## src/rtl/esfa_access_arbiter_pkg.sv

```systemverilog
// Shared definitions for the ESFA access arbiter: FSM encoding, control-byte bit
// positions, data-word field offsets and response status layout.
package esfa_pkg;

  typedef enum logic [2:0] {
    ST_IDLE    = 3'd0,
    ST_ISSUE   = 3'd1,
    ST_WAIT    = 3'd2,
    ST_CAPTURE = 3'd3,
    ST_RESPOND = 3'd4
  } state_e;

  localparam int CTL_MUTATE = 0;
  localparam int CTL_META   = 1;
  localparam int CTL_WRITE  = 2;
  localparam int CTL_W      = 3;

  localparam int DATA_INDEX_LSB = 0;
  localparam int DATA_VALUE_LSB = 8;
  localparam int DATA_META_LSB  = 16;
  localparam int DATA_SEL_LSB   = 24;

  localparam int STATUS_OK     = 0;
  localparam int STATUS_CH_LSB = 4;

  localparam int WAIT_CNT_W = 4;

  function automatic logic [7:0] data_field(input logic [31:0] word, input int lsb);
    return word[lsb +: 8];
  endfunction

endpackage

```

## src/rtl/esfa_access_arbiter_if.sv

```systemverilog
// Host-side command/response bundle for the ESFA access arbiter.
//
// Handshake: a channel raises req_valid[i] with stable control/data and holds it
// until it sees its one-cycle req_ready[i] pulse; the arbiter then raises
// rsp_valid[i] with rsp_status/rsp_data stable until the channel pulses rsp_ack[i].
interface esfa_access_arbiter_if #(
  parameter int NUM_REQ = 2
) ();

  logic [NUM_REQ-1:0]    req_valid;
  logic [8*NUM_REQ-1:0]  req_control;
  logic [32*NUM_REQ-1:0] req_data;
  logic [NUM_REQ-1:0]    req_ready;
  logic [NUM_REQ-1:0]    rsp_valid;
  logic [7:0]            rsp_status;
  logic [31:0]           rsp_data;
  logic [NUM_REQ-1:0]    rsp_ack;

  modport master (
    output req_valid, req_control, req_data, rsp_ack,
    input  req_ready, rsp_valid, rsp_status, rsp_data
  );

  modport slave (
    input  req_valid, req_control, req_data, rsp_ack,
    output req_ready, rsp_valid, rsp_status, rsp_data
  );

endinterface

```

## src/rtl/esfa_rr_select.sv

```systemverilog
// Combinational round-robin picker: first set request at or after rr_ptr,
// searching upward with wrap-around.
module esfa_rr_select
  import esfa_pkg::*;
#(
  parameter int NUM_REQ = 2,
  parameter int IDX_W   = 1
) (
  input  logic [NUM_REQ-1:0] req,
  input  logic [IDX_W-1:0]   rr_ptr,
  output logic [IDX_W-1:0]   grant_idx,
  output logic               any_valid
);

  logic [IDX_W:0] cand;

  assign any_valid = |req;

  // Walk offsets from farthest to nearest so the nearest hit wins.
  always_comb begin
    grant_idx = '0;
    cand      = '0;
    for (int k = NUM_REQ - 1; k >= 0; k--) begin
      cand = {1'b0, rr_ptr} + (IDX_W + 1)'(k);
      if (cand >= (IDX_W + 1)'(NUM_REQ)) begin
        cand = cand - (IDX_W + 1)'(NUM_REQ);
      end
      if (req[cand[IDX_W-1:0]]) begin
        grant_idx = cand[IDX_W-1:0];
      end
    end
  end

endmodule

```

## src/rtl/esfa_access_arbiter.sv

```systemverilog
// Shares one ESFA engine among NUM_REQ host channels: round-robin grant, operand
// issue, fixed-latency wait, result capture and held response per command.
module esfa_access_arbiter
  import esfa_pkg::*;
#(
  parameter int NUM_REQ      = 2,
  parameter int ESFA_LATENCY = 2
) (
  input  logic                 masterClock,
  input  logic                 reset,
  esfa_access_arbiter_if.slave host,
  output logic [7:0]           esfa_new_index,
  output logic [7:0]           esfa_new_value,
  output logic [7:0]           esfa_metadata,
  output logic [7:0]           esfa_selector,
  output logic                 esfa_isMetadata,
  output logic                 esfa_willWrite,
  input  logic                 esfa_resultBool,
  input  logic [7:0]           esfa_resultValue,
  output logic                 busy,
  output state_e               dbg_state
);

  localparam int IDX_W = (NUM_REQ > 1) ? $clog2(NUM_REQ) : 1;

  state_e                state_q, state_d;
  logic [IDX_W-1:0]      rr_ptr_q, rr_ptr_d;
  logic [IDX_W-1:0]      gnt_q, gnt_d;
  logic [CTL_W-1:0]      ctl_q, ctl_d;
  logic [31:0]           data_q, data_d;
  logic [WAIT_CNT_W-1:0] wait_cnt_q, wait_cnt_d;
  logic [NUM_REQ-1:0]    req_ready_q, req_ready_d;
  logic [NUM_REQ-1:0]    rsp_valid_q, rsp_valid_d;
  logic [7:0]            rsp_status_q, rsp_status_d;
  logic [31:0]           rsp_data_q, rsp_data_d;
  logic [7:0]            index_q, index_d;
  logic [7:0]            value_q, value_d;
  logic [7:0]            meta_q, meta_d;
  logic [7:0]            sel_q, sel_d;
  logic                  is_meta_q, is_meta_d;
  logic                  will_write_q, will_write_d;

  logic [IDX_W-1:0]      sel_idx;
  logic                  any_valid;

  esfa_rr_select #(
    .NUM_REQ (NUM_REQ),
    .IDX_W   (IDX_W)
  ) u_rr_select (
    .req       (host.req_valid),
    .rr_ptr    (rr_ptr_q),
    .grant_idx (sel_idx),
    .any_valid (any_valid)
  );

  always_comb begin
    state_d      = state_q;
    rr_ptr_d     = rr_ptr_q;
    gnt_d        = gnt_q;
    ctl_d        = ctl_q;
    data_d       = data_q;
    wait_cnt_d   = wait_cnt_q;
    req_ready_d  = '0;
    will_write_d = 1'b0;
    rsp_valid_d  = rsp_valid_q;
    rsp_status_d = rsp_status_q;
    rsp_data_d   = rsp_data_q;
    index_d      = index_q;
    value_d      = value_q;
    meta_d       = meta_q;
    sel_d        = sel_q;
    is_meta_d    = is_meta_q;

    case (state_q)
      ST_IDLE: begin
        rsp_valid_d = '0;
        if (any_valid) begin
          gnt_d                = sel_idx;
          req_ready_d[sel_idx] = 1'b1;
          ctl_d                = host.req_control[{sel_idx, 3'b000} +: CTL_W];
          data_d               = host.req_data[{sel_idx, 5'b00000} +: 32];
          state_d              = ST_ISSUE;
        end
      end

      ST_ISSUE: begin
        // Queries leave the engine operands alone so results reflect prior loads.
        if (ctl_q[CTL_MUTATE]) begin
          index_d      = data_field(data_q, DATA_INDEX_LSB);
          value_d      = data_field(data_q, DATA_VALUE_LSB);
          meta_d       = data_field(data_q, DATA_META_LSB);
          sel_d        = data_field(data_q, DATA_SEL_LSB);
          is_meta_d    = ctl_q[CTL_META];
          will_write_d = ctl_q[CTL_WRITE];
        end
        wait_cnt_d = WAIT_CNT_W'(ESFA_LATENCY - 1);
        state_d    = ST_WAIT;
      end

      ST_WAIT: begin
        if (wait_cnt_q == '0) begin
          state_d = ST_CAPTURE;
        end else begin
          wait_cnt_d = wait_cnt_q - 1'b1;
        end
      end

      ST_CAPTURE: begin
        rsp_status_d = '0;
        rsp_status_d[STATUS_CH_LSB +: 4] = 4'(gnt_q);
        if (ctl_q[CTL_MUTATE]) begin
          rsp_status_d[STATUS_OK] = 1'b1;
          rsp_data_d              = '0;
        end else begin
          rsp_status_d[STATUS_OK] = esfa_resultBool;
          rsp_data_d              = {esfa_resultValue, 24'h000000};
        end
        rsp_valid_d        = '0;
        rsp_valid_d[gnt_q] = 1'b1;
        state_d            = ST_RESPOND;
      end

      ST_RESPOND: begin
        if (host.rsp_ack[gnt_q]) begin
          rsp_valid_d = '0;
          if (32'(gnt_q) == NUM_REQ - 1) begin
            rr_ptr_d = '0;
          end else begin
            rr_ptr_d = gnt_q + 1'b1;
          end
          state_d = ST_IDLE;
        end
      end

      default: begin
        rsp_valid_d = '0;
        state_d     = ST_IDLE;
      end
    endcase
  end

  always_ff @(posedge masterClock) begin
    if (!reset) begin
      state_q      <= ST_IDLE;
      rr_ptr_q     <= '0;
      gnt_q        <= '0;
      ctl_q        <= '0;
      data_q       <= '0;
      wait_cnt_q   <= '0;
      req_ready_q  <= '0;
      rsp_valid_q  <= '0;
      rsp_status_q <= '0;
      rsp_data_q   <= '0;
      index_q      <= '0;
      value_q      <= '0;
      meta_q       <= '0;
      sel_q        <= '0;
      is_meta_q    <= 1'b0;
      will_write_q <= 1'b0;
    end else begin
      state_q      <= state_d;
      rr_ptr_q     <= rr_ptr_d;
      gnt_q        <= gnt_d;
      ctl_q        <= ctl_d;
      data_q       <= data_d;
      wait_cnt_q   <= wait_cnt_d;
      req_ready_q  <= req_ready_d;
      rsp_valid_q  <= rsp_valid_d;
      rsp_status_q <= rsp_status_d;
      rsp_data_q   <= rsp_data_d;
      index_q      <= index_d;
      value_q      <= value_d;
      meta_q       <= meta_d;
      sel_q        <= sel_d;
      is_meta_q    <= is_meta_d;
      will_write_q <= will_write_d;
    end
  end

  assign host.req_ready  = req_ready_q;
  assign host.rsp_valid  = rsp_valid_q;
  assign host.rsp_status = rsp_status_q;
  assign host.rsp_data   = rsp_data_q;

  assign esfa_new_index  = index_q;
  assign esfa_new_value  = value_q;
  assign esfa_metadata   = meta_q;
  assign esfa_selector   = sel_q;
  assign esfa_isMetadata = is_meta_q;
  assign esfa_willWrite  = will_write_q;

  assign busy      = (state_q != ST_IDLE);
  assign dbg_state = state_q;

endmodule
```

## src/flat_wrapper.sv

```systemverilog
// flat-port wrapper written by rule: the top's interface ports become plain ports
module esfa_access_arbiter_flat import esfa_pkg::*;
#(
  parameter int NUM_REQ      = 2,
  parameter int ESFA_LATENCY = 2
)
  (masterClock, reset, esfa_new_index, esfa_new_value, esfa_metadata, esfa_selector, esfa_isMetadata, esfa_willWrite, esfa_resultBool, esfa_resultValue, busy, dbg_state, host_req_valid, host_req_control, host_req_data, host_rsp_ack, host_req_ready, host_rsp_valid, host_rsp_status, host_rsp_data);
  esfa_access_arbiter_if #(.NUM_REQ(NUM_REQ)) host_i ();
  input  logic masterClock;
  input  logic reset;
  output logic [7:0] esfa_new_index;
  output logic [7:0] esfa_new_value;
  output logic [7:0] esfa_metadata;
  output logic [7:0] esfa_selector;
  output logic esfa_isMetadata;
  output logic esfa_willWrite;
  input  logic esfa_resultBool;
  input  logic [7:0] esfa_resultValue;
  output logic busy;
  output state_e dbg_state;
  input wire logic [$bits(host_i.req_valid)-1:0] host_req_valid;
  input wire logic [$bits(host_i.req_control)-1:0] host_req_control;
  input wire logic [$bits(host_i.req_data)-1:0] host_req_data;
  input wire logic [$bits(host_i.rsp_ack)-1:0] host_rsp_ack;
  output wire logic [$bits(host_i.req_ready)-1:0] host_req_ready;
  output wire logic [$bits(host_i.rsp_valid)-1:0] host_rsp_valid;
  output wire logic [$bits(host_i.rsp_status)-1:0] host_rsp_status;
  output wire logic [$bits(host_i.rsp_data)-1:0] host_rsp_data;
  assign host_i.req_valid = host_req_valid;
  assign host_i.req_control = host_req_control;
  assign host_i.req_data = host_req_data;
  assign host_i.rsp_ack = host_rsp_ack;
  assign host_req_ready = host_i.req_ready;
  assign host_rsp_valid = host_i.rsp_valid;
  assign host_rsp_status = host_i.rsp_status;
  assign host_rsp_data = host_i.rsp_data;
  esfa_access_arbiter #(.NUM_REQ(NUM_REQ), .ESFA_LATENCY(ESFA_LATENCY)) u_core (.masterClock(masterClock), .reset(reset), .host(host_i), .esfa_new_index(esfa_new_index), .esfa_new_value(esfa_new_value), .esfa_metadata(esfa_metadata), .esfa_selector(esfa_selector), .esfa_isMetadata(esfa_isMetadata), .esfa_willWrite(esfa_willWrite), .esfa_resultBool(esfa_resultBool), .esfa_resultValue(esfa_resultValue), .busy(busy), .dbg_state(dbg_state));
endmodule
```

## config.mk

```make
export PLATFORM = sky130hd
export DESIGN_NAME = esfa_access_arbiter_flat
export DESIGN_NICKNAME = d
export VERILOG_FILES = /design/src/rtl/esfa_access_arbiter_pkg.sv /design/src/rtl/esfa_access_arbiter_if.sv /design/src/rtl/esfa_rr_select.sv /design/src/rtl/esfa_access_arbiter.sv /design/src/flat_wrapper.sv
export SDC_FILE = /design/constraint.sdc
export NUM_CORES = 1
export LEC_CHECK = 0
export ABC_AREA = 1
export BUFFER_PORTS_ARGS = -buffer_cell sky130_fd_sc_hd__buf_4
export CAP_MARGIN = 20
export CORE_ASPECT_RATIO = 0.6
export CORE_MARGIN = 4
export CORE_UTILIZATION = 47
export DETAILED_ROUTE_END_ITERATION = 12
export PLACE_DENSITY = 0.8
export SYNTH_ARGS = -nofsm -noshare
export SYNTH_HDL_FRONTEND = slang
export SYNTH_HIERARCHICAL = 1
export SYNTH_SLANG_ARGS = --single-unit
```

## constraint.sdc

```tcl
create_clock -name masterClock -period 1.6 [get_ports masterClock]
set_input_delay 0 -clock masterClock [delete_from_list [all_inputs] [get_ports masterClock]]
set_output_delay 0 -clock masterClock [all_outputs]
set_load 0.005 [all_outputs]
```

==> results of run 1 <==
[report_power, final]
group	leakage [nW]	switching, W	internal, W
Clock	0.152	0.000901	0.00138
Sequential	0.753	0.000166	0.00260
Combinational	1.76	0.000780	0.000698
[routing by layer]
| layer | track usage, % | vias up | routed length (µm) |
|---|---|---|---|
| li1 | - | 1868 | - |
| met1 | 27.7 | 1747 | 4750 |
| met2 | 40.2 | 155 | 5560 |
| met3 | 8.36 | 28 | 986 |
| met4 | 10.1 | 0 | 280 |
| met5 | 0 | - | 0 |
[registers in the layout, indices dropped and copies added, names as in the netlist]
register                count
u_core/gnt_q                1
u_core/esfa_willWrite       1
u_core/esfa_new_index       8
u_core/host.rsp_status      2
u_core/ctl_q                3
u_core/host.req_ready       2
u_core/wait_cnt_q           4
u_core/esfa_metadata        8
u_core/dbg_state            3
u_core/esfa_isMetadata      1
u_core/rr_ptr_q             1
u_core/host.rsp_data        8
u_core/data_q              32
u_core/host.rsp_valid       2
u_core/esfa_new_value       8
u_core/esfa_selector        8
[area by class of cell]
| type | count | share of cell area [%] |
|---|---|---|
| clock inverters | 7 | 1.68 |
| well taps | 108 | 2.33 |
| flip-flops and latches | 92 | 31.7 |
| multi-input cells | 317 | 29.1 |
| repair buffers | 205 | 29.5 |
| inverters | 28 | 1.81 |
| clock buffers | 9 | 3.88 |
[tightest hold or removal path, cell delays in order]
cell and delay [ps]:
buf_4 80, mux2i_1 80, a21oi_1 160
[stage by stage]
step	cell area, µm²	setup WS (ps)	util [%]	power (W)	std cells
after floorplan	4020	298	-	0.00362	494
after global placement	4890	256	61.3	0.00407	691
after detailed placement	4890	192	61.3	0.00413	691
after CTS	5800	178	72.8	0.00653	766
after global routing	5800	15.9	72.8	0.00685	766
final	5800	147	72.8	0.00652	766
[how the worst max path moves through the flow]
stage | from | endpoint | slack [ps] | cells after the start
global placement | u_core/dbg_state[2] | u_core/ctl_q[1] | 260 | 6
detailed placement | u_core/dbg_state[2] | u_core/data_q[7] | 190 | 6
global route | u_core/dbg_state[1] | u_core/esfa_metadata[6] | 20 | 6
finish | u_core/dbg_state[2] | u_core/data_q[7] | 150 | 6
floorplan | u_core/rr_ptr_q | u_core/data_q[14] | 300 | 6
CTS | u_core/dbg_state[2] | u_core/data_q[7] | 180 | 6
[logic make-up (layout without fill, tap and decap cells)]
family / Yosys count / count (layout) / synth area share (%)
compound gates: 135 / 135 / 19.8
fa+ha+maj: 1 / 1 / 0.320
flops: 92 / 92 / 47.1
simple gates: 126 / 126 / 13.5
other cells: 1 / 30 / 0.0960
buf+inv: 85 / 249 / 12.7
mux: 25 / 25 / 6.41
[layout by cell type, fill, tap and decap left out, types with 2 or more instances in the layout]
cell type | netlist | routed
a21boi_0 | 10 | 10
a21oi_1 | 51 | 50
buf_12 | 0 | 2
buf_4 | 36 | 144
bufinv_16 | 0 | 2
clkbuf_16 | 0 | 9
clkinvlp_4 | 0 | 2
conb_1 | 1 | 30
dfxtp_1 | 92 | 92
dlygate4sd3_1 | 0 | 59
inv_1 | 25 | 25
inv_2 | 3 | 3
inv_6 | 0 | 2
mux2i_1 | 25 | 25
nand2_1 | 38 | 38
nand2_2 | 2 | 2
nand3_1 | 16 | 16
nand4_1 | 2 | 2
nor2_1 | 61 | 61
nor2_2 | 2 | 2
nor2_4 | 2 | 2
o21ai_0 | 46 | 45
o21ai_1 | 17 | 18
o22ai_2 | 9 | 9
==> flow_summary.ini, run 1 <==
[timing]
skew_ps = 8.89
tns_ps = 0
final_max_slew_viol_count = 0
fin_crit_sh_pct = 90.8
slew-limit-headroom_pct = 64.5
fmax_mhz = 688
hold_ws_ps = 18.3
setup_violations = 0
period_minus_slack_ps = 1450
worst_slew_pin_slew_ps = 531
grt_setup_unrepaired = no
finalHoldViolCount = 0

[global_route]
grt_max_degree = 51
antenna_found_initial = 0
grt_pass1_wl_um = 18900
grt_pass1_vias = 3885
grt_usage_pct = 23.8
overflow = 0

[floorplanning]
pin_count = 177
die_h_um = 78.6
rows = 25
die_x_um = 126
start_util_pct = 49.0
die-area_um2 = 9880
core_area_um2 = 7980

[power_and_ir_drop]
powerDensity_nw_per_um2 = 1120
p_leak_nw = 2.67
ir_drop_mv = 0.832

[setup_path]
startpoint_type = register
slowest_stage = dfxtp_1
slowest_delay_ps = 380
cp_cell_sequence = nor2_2 -> nand2_2 -> nor2_4 -> nand2_1 -> buf_4 -> o22ai_2
path_delay_family = simple AND/OR/NAND/NOR gates
worst-r2r-setup-slack_ps = 150
path_class = register to register
critPathMaxFanout = 9
r2r_cells = 6
cp.required_ps = 1860
cp-end-kind = register
r2r-start = u_core/dbg_state[2]
cp.arrival_ps = 1720
worst-path-buf-inv = 1
reg2reg_to = u_core/data_q[7]

[routing]
totalWireLength_um = 11600
firstDrtPassIters = 5
ant_nets = 0
routed-via-count = 3798
wl_per_cell_um = 15.1
drt-initial-drc-count = 268
detail_route.vias_per_cell = 4.96
drcViolationCount = 0

[clocking]
clock_sinks = 92
ctsLongestPathBuffers = 2
cts_tree = yes
cts_root_buf = clkbuf_16
insertion_delay_ps = 340
ctsHoldBuffers = 59
cts.repair.resized = 0
post_cts_buffers = 0
clk_pin_slew_ps = 70
cts.htree.levels = 3
numCtsBuffers = 9

[finish]
fillers = 604
final_nets = 749
multi_input_area_um2 = 1690
syn_to_final_growth_pct = 48.6
diodes = 0
drive_above_1_share_pct = 27.7
regArea_um2 = 1840

[logic_synthesis]
synth.avg_cell_area_um2 = 8.40
yosys_warnings = 6
synth_top_cell_by_area = dfxtp_1
ys.flop_type = dfxtp_1
ys_seq_elements = 92
synth_most_common_cell = dfxtp_1
yosysSeqAreaShare_pct = 47.1
synth-async-reset-ratio_pct = 0
synthTopCellsByCount = 92 x dfxtp_1, 61 x nor2_1, 51 x a21oi_1
synth_top_area_share_pct = 47.1
synthTopCellsByArea = dfxtp_1 47%, buf_4 6.9%, a21oi_1 6.5%
syn_area_um2 = 3910
syn_inst = 465
synth_edf_count = 0
ys_types = 28

[hold_path]
hold_path_class = primary input to register
min_from = host_req_data[30]
whs_path_depth = 3
hold_end = u_core/data_q[30]

[placement]
gp_congestion = 0.881
post-dp-hpwl_um = 7420
port-buffer-count = 136

[outcome]
status = complete, no violations

[flow_run]
cap_violations = 0
(Power assumes the default switching activity.)
==> inputs of run 2 (changes only) <==
SYNTH_HIERARCHICAL = not set   (was 1)
==> run 2 against run 1 <==
Effect of this change:
- sequential power increased by 1%
- worst setup slack improved by 18 ps
- synthesized cell count increased by 16%
- via count increased by 9.7%
- core utilization increased by 1.8 points
- first-iteration DRC count increased by 18%
- power decreased by 2.8%
- combinational power increased by 14%
- critical path depth increased by 1
- non-clock buffer count increased by 20
- sequential share of layout area decreased by 0.99 points
- highest routed layer unchanged
==> flow_summary.ini, run 2 <==
[global_route]
grt_pass1_vias = 4242
antenna_found_initial = 0
grt_pass1_wl_um = 20100
overflow = 0
grt_max_degree = 75
grt_usage_pct = 25.0

[timing]
fmax_mhz = 697
skew_ps = 6.20
fin_crit_sh_pct = 89.7
period_minus_slack_ps = 1440
final_max_slew_viol_count = 0
setup_violations = 0
slew-limit-headroom_pct = 59.0
grt_setup_unrepaired = no
finalHoldViolCount = 0
tns_ps = 0
worst_slew_pin_slew_ps = 615

[finish]
drive_above_1_share_pct = 24.5
layout_common_cells = 145 x buf_4, 108 x nor2_1, 99 x nand2_1, 91 x dfxtp_1, 77 x dlygate4sd3_1
fillers = 587
final_nets = 840
largest_reg_flops = 32
diodes = 0
syn_to_final_growth_pct = 50.7
top_register = u_core.data_q
final_common_cell = buf_4

[logic_synthesis]
synthTopCellsByCount = 108 x nor2_1, 99 x nand2_1, 92 x dfxtp_1
synth_edf_count = 0
synth.avg_cell_area_um2 = 7.39
synth_most_common_cell = nor2_1
synthTopCellsByArea = dfxtp_1 46%, nor2_1 10%, nand2_1 9.3%
ys_types = 25
yosysSeqAreaShare_pct = 46.3
syn_area_um2 = 3980
ys_seq_elements = 92
synth_top_area_share_pct = 46.3
ys.flop_type = dfxtp_1
syn_inst = 538
synth-async-reset-ratio_pct = 0
synth_top_cell_by_area = dfxtp_1
yosys_warnings = 0

[routing]
totalWireLength_um = 12400
firstDrtPassIters = 4
drcViolationCount = 0
detail_route.vias_per_cell = 4.87
ant_nets = 0
drt-initial-drc-count = 315
routed-via-count = 4165
wl_per_cell_um = 14.6

[power_and_ir_drop]
powerDensity_nw_per_um2 = 1060
ir_drop_mv = 0.666
p_total_w = 0.00633
p_leak_nw = 2.86

[setup_path]
cp.required_ps = 1820
path_class = register to register
cp-end-kind = register
startpoint_type = register
cp.arrival_ps = 1660
critPathMaxFanout = 37
cp_cell_sequence = nor2_4 -> nand2_2 -> nor2_8 -> buf_12 -> nand2_1 -> a21oi_1 -> nor2_1
slowest_delay_ps = 390
slowest_stage = dfxtp_1

[clocking]
cts_tree = yes
insertion_delay_ps = 330
cts_root_buf = clkbuf_16
clock_sinks = 92
clk_pin_slew_ps = 60
cts.htree.levels = 3
numCtsBuffers = 9
ctsLongestPathBuffers = 2

[placement]
post-dp-hpwl_um = 7480
port-buffer-count = 136
gp_congestion = 0.839

[floorplanning]
die-area_um2 = 10000
die_h_um = 79.3
die_x_um = 127
pin_count = 177
start_util_pct = 49.5
rows = 25
core_area_um2 = 8040

[flow_run]
cap_violations = 0

[outcome]
status = complete, no violations

[hold_path]
hold_path_class = primary input to register
-- run 2: path summary, 6_finish.rpt --
kind / slack [ps] / start / cells past startpoint / endpoint
setup / recovery: 160 / u_core.dbg_state[2] / 7 / u_core.data_q[26]
hold reg to reg: 460 / u_core.ctl_q[2] / 2 / u_core.esfa_willWrite
hold / removal: 20 / host_req_data[63] / 5 / u_core.data_q[31]
setup reg to reg: 160 / u_core.dbg_state[2] / 7 / u_core.data_q[26]
-- run 2: logic make-up after synthesis --
logic type                 Yosys count  share of synthesized area (%)
other                                1                         0.0943
AOI/OAI and AO/OA                  123                           15.5
and+or+nand+nor                    243                           25.4
DFF                                 92                           46.3
buffers and inverters               77                           12.0
adders and majority gates            2                          0.629
-- run 2: where the power goes --
part | switching (W) | total [W] | leakage [nW] | internal (W)
Sequential | 0.000186 | 0.00280 | 0.754 | 0.00261
Clock | 0.000828 | 0.00186 | 0.124 | 0.00103
Combinational | 0.000884 | 0.00168 | 1.98 | 0.000792
Total | 0.00190 | 0.00633 | 2.86 | 0.00444
-- run 2: cell type report --
| class | count | area, µm² | share of cell area (%) |
|---|---|---|---|
| Tap cell | 108 | 135 | 2.25 |
| Clock inverter | 5 | 30.0 | 0.501 |
| Timing Repair Buffer | 225 | 1920 | 32.0 |
| Inverter | 17 | 68.8 | 1.15 |
| Multi-Input combinational cell | 398 | 1770 | 29.5 |
| Sequential cell | 92 | 1840 | 30.7 |
| Clock buffer | 10 | 229 | 3.82 |
-- run 2: per-stage QoR --
| step | utilization (%) | hold slack, ps | area, µm² | worst slack, ps | std cells |
|---|---|---|---|---|---|
| after global routing | 74.6 | 28.7 | 6000 | 21.9 | 855 |
| after detailed placement | 61.6 | 230 | 4950 | 48.9 | 762 |
| after global placement | 61.6 | 223 | 4950 | 128 | 762 |
| after floorplan | - | 136 | 4090 | 332 | 567 |
| final | 74.6 | 24.3 | 6000 | 165 | 855 |
| after CTS | 74.4 | 4.37 | 5980 | 34.6 | 854 |
-- run 2: critical path, delay by kind of cell, from the launching register on --
kind                   cells  cell delay (ps)
AO/OA/AOI/OAI              1              170
buffers and inverters      1              200
AND/OR/NAND/NOR            5              560
flip-flops                 1              390
-- run 2: repair_timing --
item | CTS | global route
gates resized for setup | 0 | 3
setup buffers | 0 | 1
endpoints found under the setup margin | 0 | 34
endpoints found under the hold margin | 45 | 0
hold buffers | 77 | 0
-- run 2: per-layer routing --
layer | vias up | routed length [µm] | GRT usage, % | share of wire (%)
met5 | - | 0 | 0 | 0
met4 | 0 | 368 | 10.9 | 3.0
met3 | 35 | 858 | 7.73 | 6.9
met2 | 159 | 6180 | 43.4 | 50
met1 | 1888 | 5040 | 28.6 | 40
li1 | 2083 | - | - | -
==> inputs of run 3 (changes only) <==
PLACE_DENSITY = 0.9   (was 0.8)
==> run 3 against run 2 <==
Effect of this change:
- critical path type unchanged
- first-iteration DRC count down 0.32%
- largest power group unchanged
- highest routed layer unchanged
- final cell count up 0.12%
- non-clock buffer count unchanged
==> flow_summary.ini, run 3 (synthesis results as in run 2) <==
[outcome]
status = complete, no violations

[timing]
grt_setup_unrepaired = no
final_max_slew_viol_count = 0
hold_ws_ps = 13.6
period_minus_slack_ps = 1450
skew_ps = 7.63
fmax_mhz = 687
tns_ps = 0
slew-limit-headroom_pct = 59.6
setup_violations = 0
worst_slew_pin_slew_ps = 606
fin_crit_sh_pct = 90.9
finalHoldViolCount = 0

[clocking]
ctsLongestPathBuffers = 2
clock_sinks = 92
cts_tree = yes
cts.htree.levels = 3
cts_root_buf = clkbuf_16
insertion_delay_ps = 330
numCtsBuffers = 9
clk_pin_slew_ps = 60

[routing]
wl_per_cell_um = 14.9
drcViolationCount = 0
detail_route.vias_per_cell = 5.11
totalWireLength_um = 12800
ant_nets = 0
routed-via-count = 4374
firstDrtPassIters = 5
drt-initial-drc-count = 314

[setup_path]
worst-path-buf-inv = 1
path_class = register to register
startpoint_type = register
critPathMaxFanout = 44
cp-end-kind = register
slowest_stage = dfxtp_1
r2r_cells = 7
slowest_delay_ps = 400
cp.arrival_ps = 1670
worst-r2r-setup-slack_ps = 150
cp_cell_sequence = nor2_4 -> nand2_2 -> nor2_8 -> buf_12 -> nand2_1 -> a21oi_1 -> nor2_1
path_delay_family = simple AND/OR/NAND/NOR gates
cp.required_ps = 1810
reg2reg_to = u_core.data_q[9]
r2r-start = u_core.dbg_state[2]

[finish]
final_common_cell = buf_4
syn_to_final_growth_pct = 53.0
largest_reg_flops = 32
drive_above_1_share_pct = 24.6
final_nets = 840
fillers = 501
layout_common_cells = 145 x buf_4, 108 x nor2_1, 99 x nand2_1, 91 x dfxtp_1, 77 x dlygate4sd3_1
diodes = 0
top_register = u_core.data_q

[placement]
gp_congestion = 0.822
port-buffer-count = 136
post-dp-hpwl_um = 7660

[hold_path]
min_from = host_req_data[34]
hold_end = u_core.data_q[2]
whs_path_depth = 5
hold_path_class = primary input to register

[global_route]
grt_pass1_wl_um = 20900
met3_usage_pct = 6.72
overflow = 0
grtUsageMet1_pct = 27.5
grt_usage_pct = 25.8
grt_pass1_vias = 4439
top_usage_layer = met2
antenna_found_initial = 0
use_met2_pct = 47.7
grt_max_degree = 75

[flow_run]
cap_violations = 0

[power_and_ir_drop]
p_total_w = 0.00697
ir_drop_mv = 0.666
powerDensity_nw_per_um2 = 1150
p_leak_nw = 2.91

[floorplanning]
pin_count = 177
die-area_um2 = 10000
start_util_pct = 49.5
die_h_um = 79.3
rows = 25
die_x_um = 127
core_area_um2 = 8040
-- run 3: routing by layer --
metal / part of all wire, % / vias up
met5: 0 / -
met4: 3.9 / 0
met3: 6.9 / 44
met2: 52 / 197
met1: 37 / 2051
li1: - / 2082
-- run 3: worst max-delay path by stage --
stage	endpoint	cells past startpoint	from	slack [ps]
global route	u_core.data_q[7]	7	u_core.dbg_state[2]	40
global placement	u_core.data_q[7]	7	u_core.dbg_state[2]	270
floorplan	u_core.esfa_isMetadata	8	u_core.dbg_state[0]	330
finish	u_core.data_q[9]	7	u_core.dbg_state[2]	150
CTS	u_core.esfa_metadata[6]	7	u_core.dbg_state[0]	150
detailed placement	u_core.esfa_metadata[6]	7	u_core.dbg_state[0]	170
-- run 3: worst register-to-register path, stage by stage (launching register included) --
cell	delay [ps]
dfxtp_1	400
nor2_4	170
nand2_2	120
nor2_8	130
buf_12	220
nand2_1	90
a21oi_1	140
nor2_1	80
-- run 3: timing repair --
| item | CTS | global route |
|---|---|---|
| endpoints found under the hold margin | 45 | 0 |
| setup buffers | 0 | 0 |
| resized for setup | 0 | 1 |
| endpoints found under the setup margin | 0 | 3 |
| hold buffers | 77 | 0 |
-- run 3: final cells by class --
| type | count | area [µm²] | share of cell area (%) |
|---|---|---|---|
| Timing Repair Buffer | 225 | 1920 | 31.5 |
| Sequential cell | 92 | 1840 | 30.3 |
| Multi-Input combinational cell | 398 | 1770 | 29.0 |
| Clock buffer | 10 | 239 | 3.93 |
| Tap cell | 108 | 135 | 2.22 |
| Clock inverter | 6 | 116 | 1.91 |
| Inverter | 17 | 66.3 | 1.09 |
-- run 3: power by group --
| part | switching, W | internal, W | total (W) | leakage, nW |
|---|---|---|---|---|
| sequential | 0.000188 | 0.00261 | 0.00280 | 0.754 |
| clock | 0.000902 | 0.00159 | 0.00249 | 0.174 |
| combinational | 0.000896 | 0.000790 | 0.00169 | 1.98 |
-- run 3: per-stage QoR --
| stage | area (µm²) | utilization, % | worst slack [ps] | cells |
|---|---|---|---|---|
| 2_1_floorplan | 4090 | - | 332 | 567 |
| 3_3_place_gp | 4960 | 61.7 | 272 | 763 |
| 3_5_place_dp | 4960 | 61.7 | 165 | 763 |
| 4_1_cts | 6080 | 75.7 | 145 | 856 |
| 5_1_grt | 6090 | 75.7 | 44.6 | 856 |
| 6_report | 6090 | 75.7 | 145 | 856 |
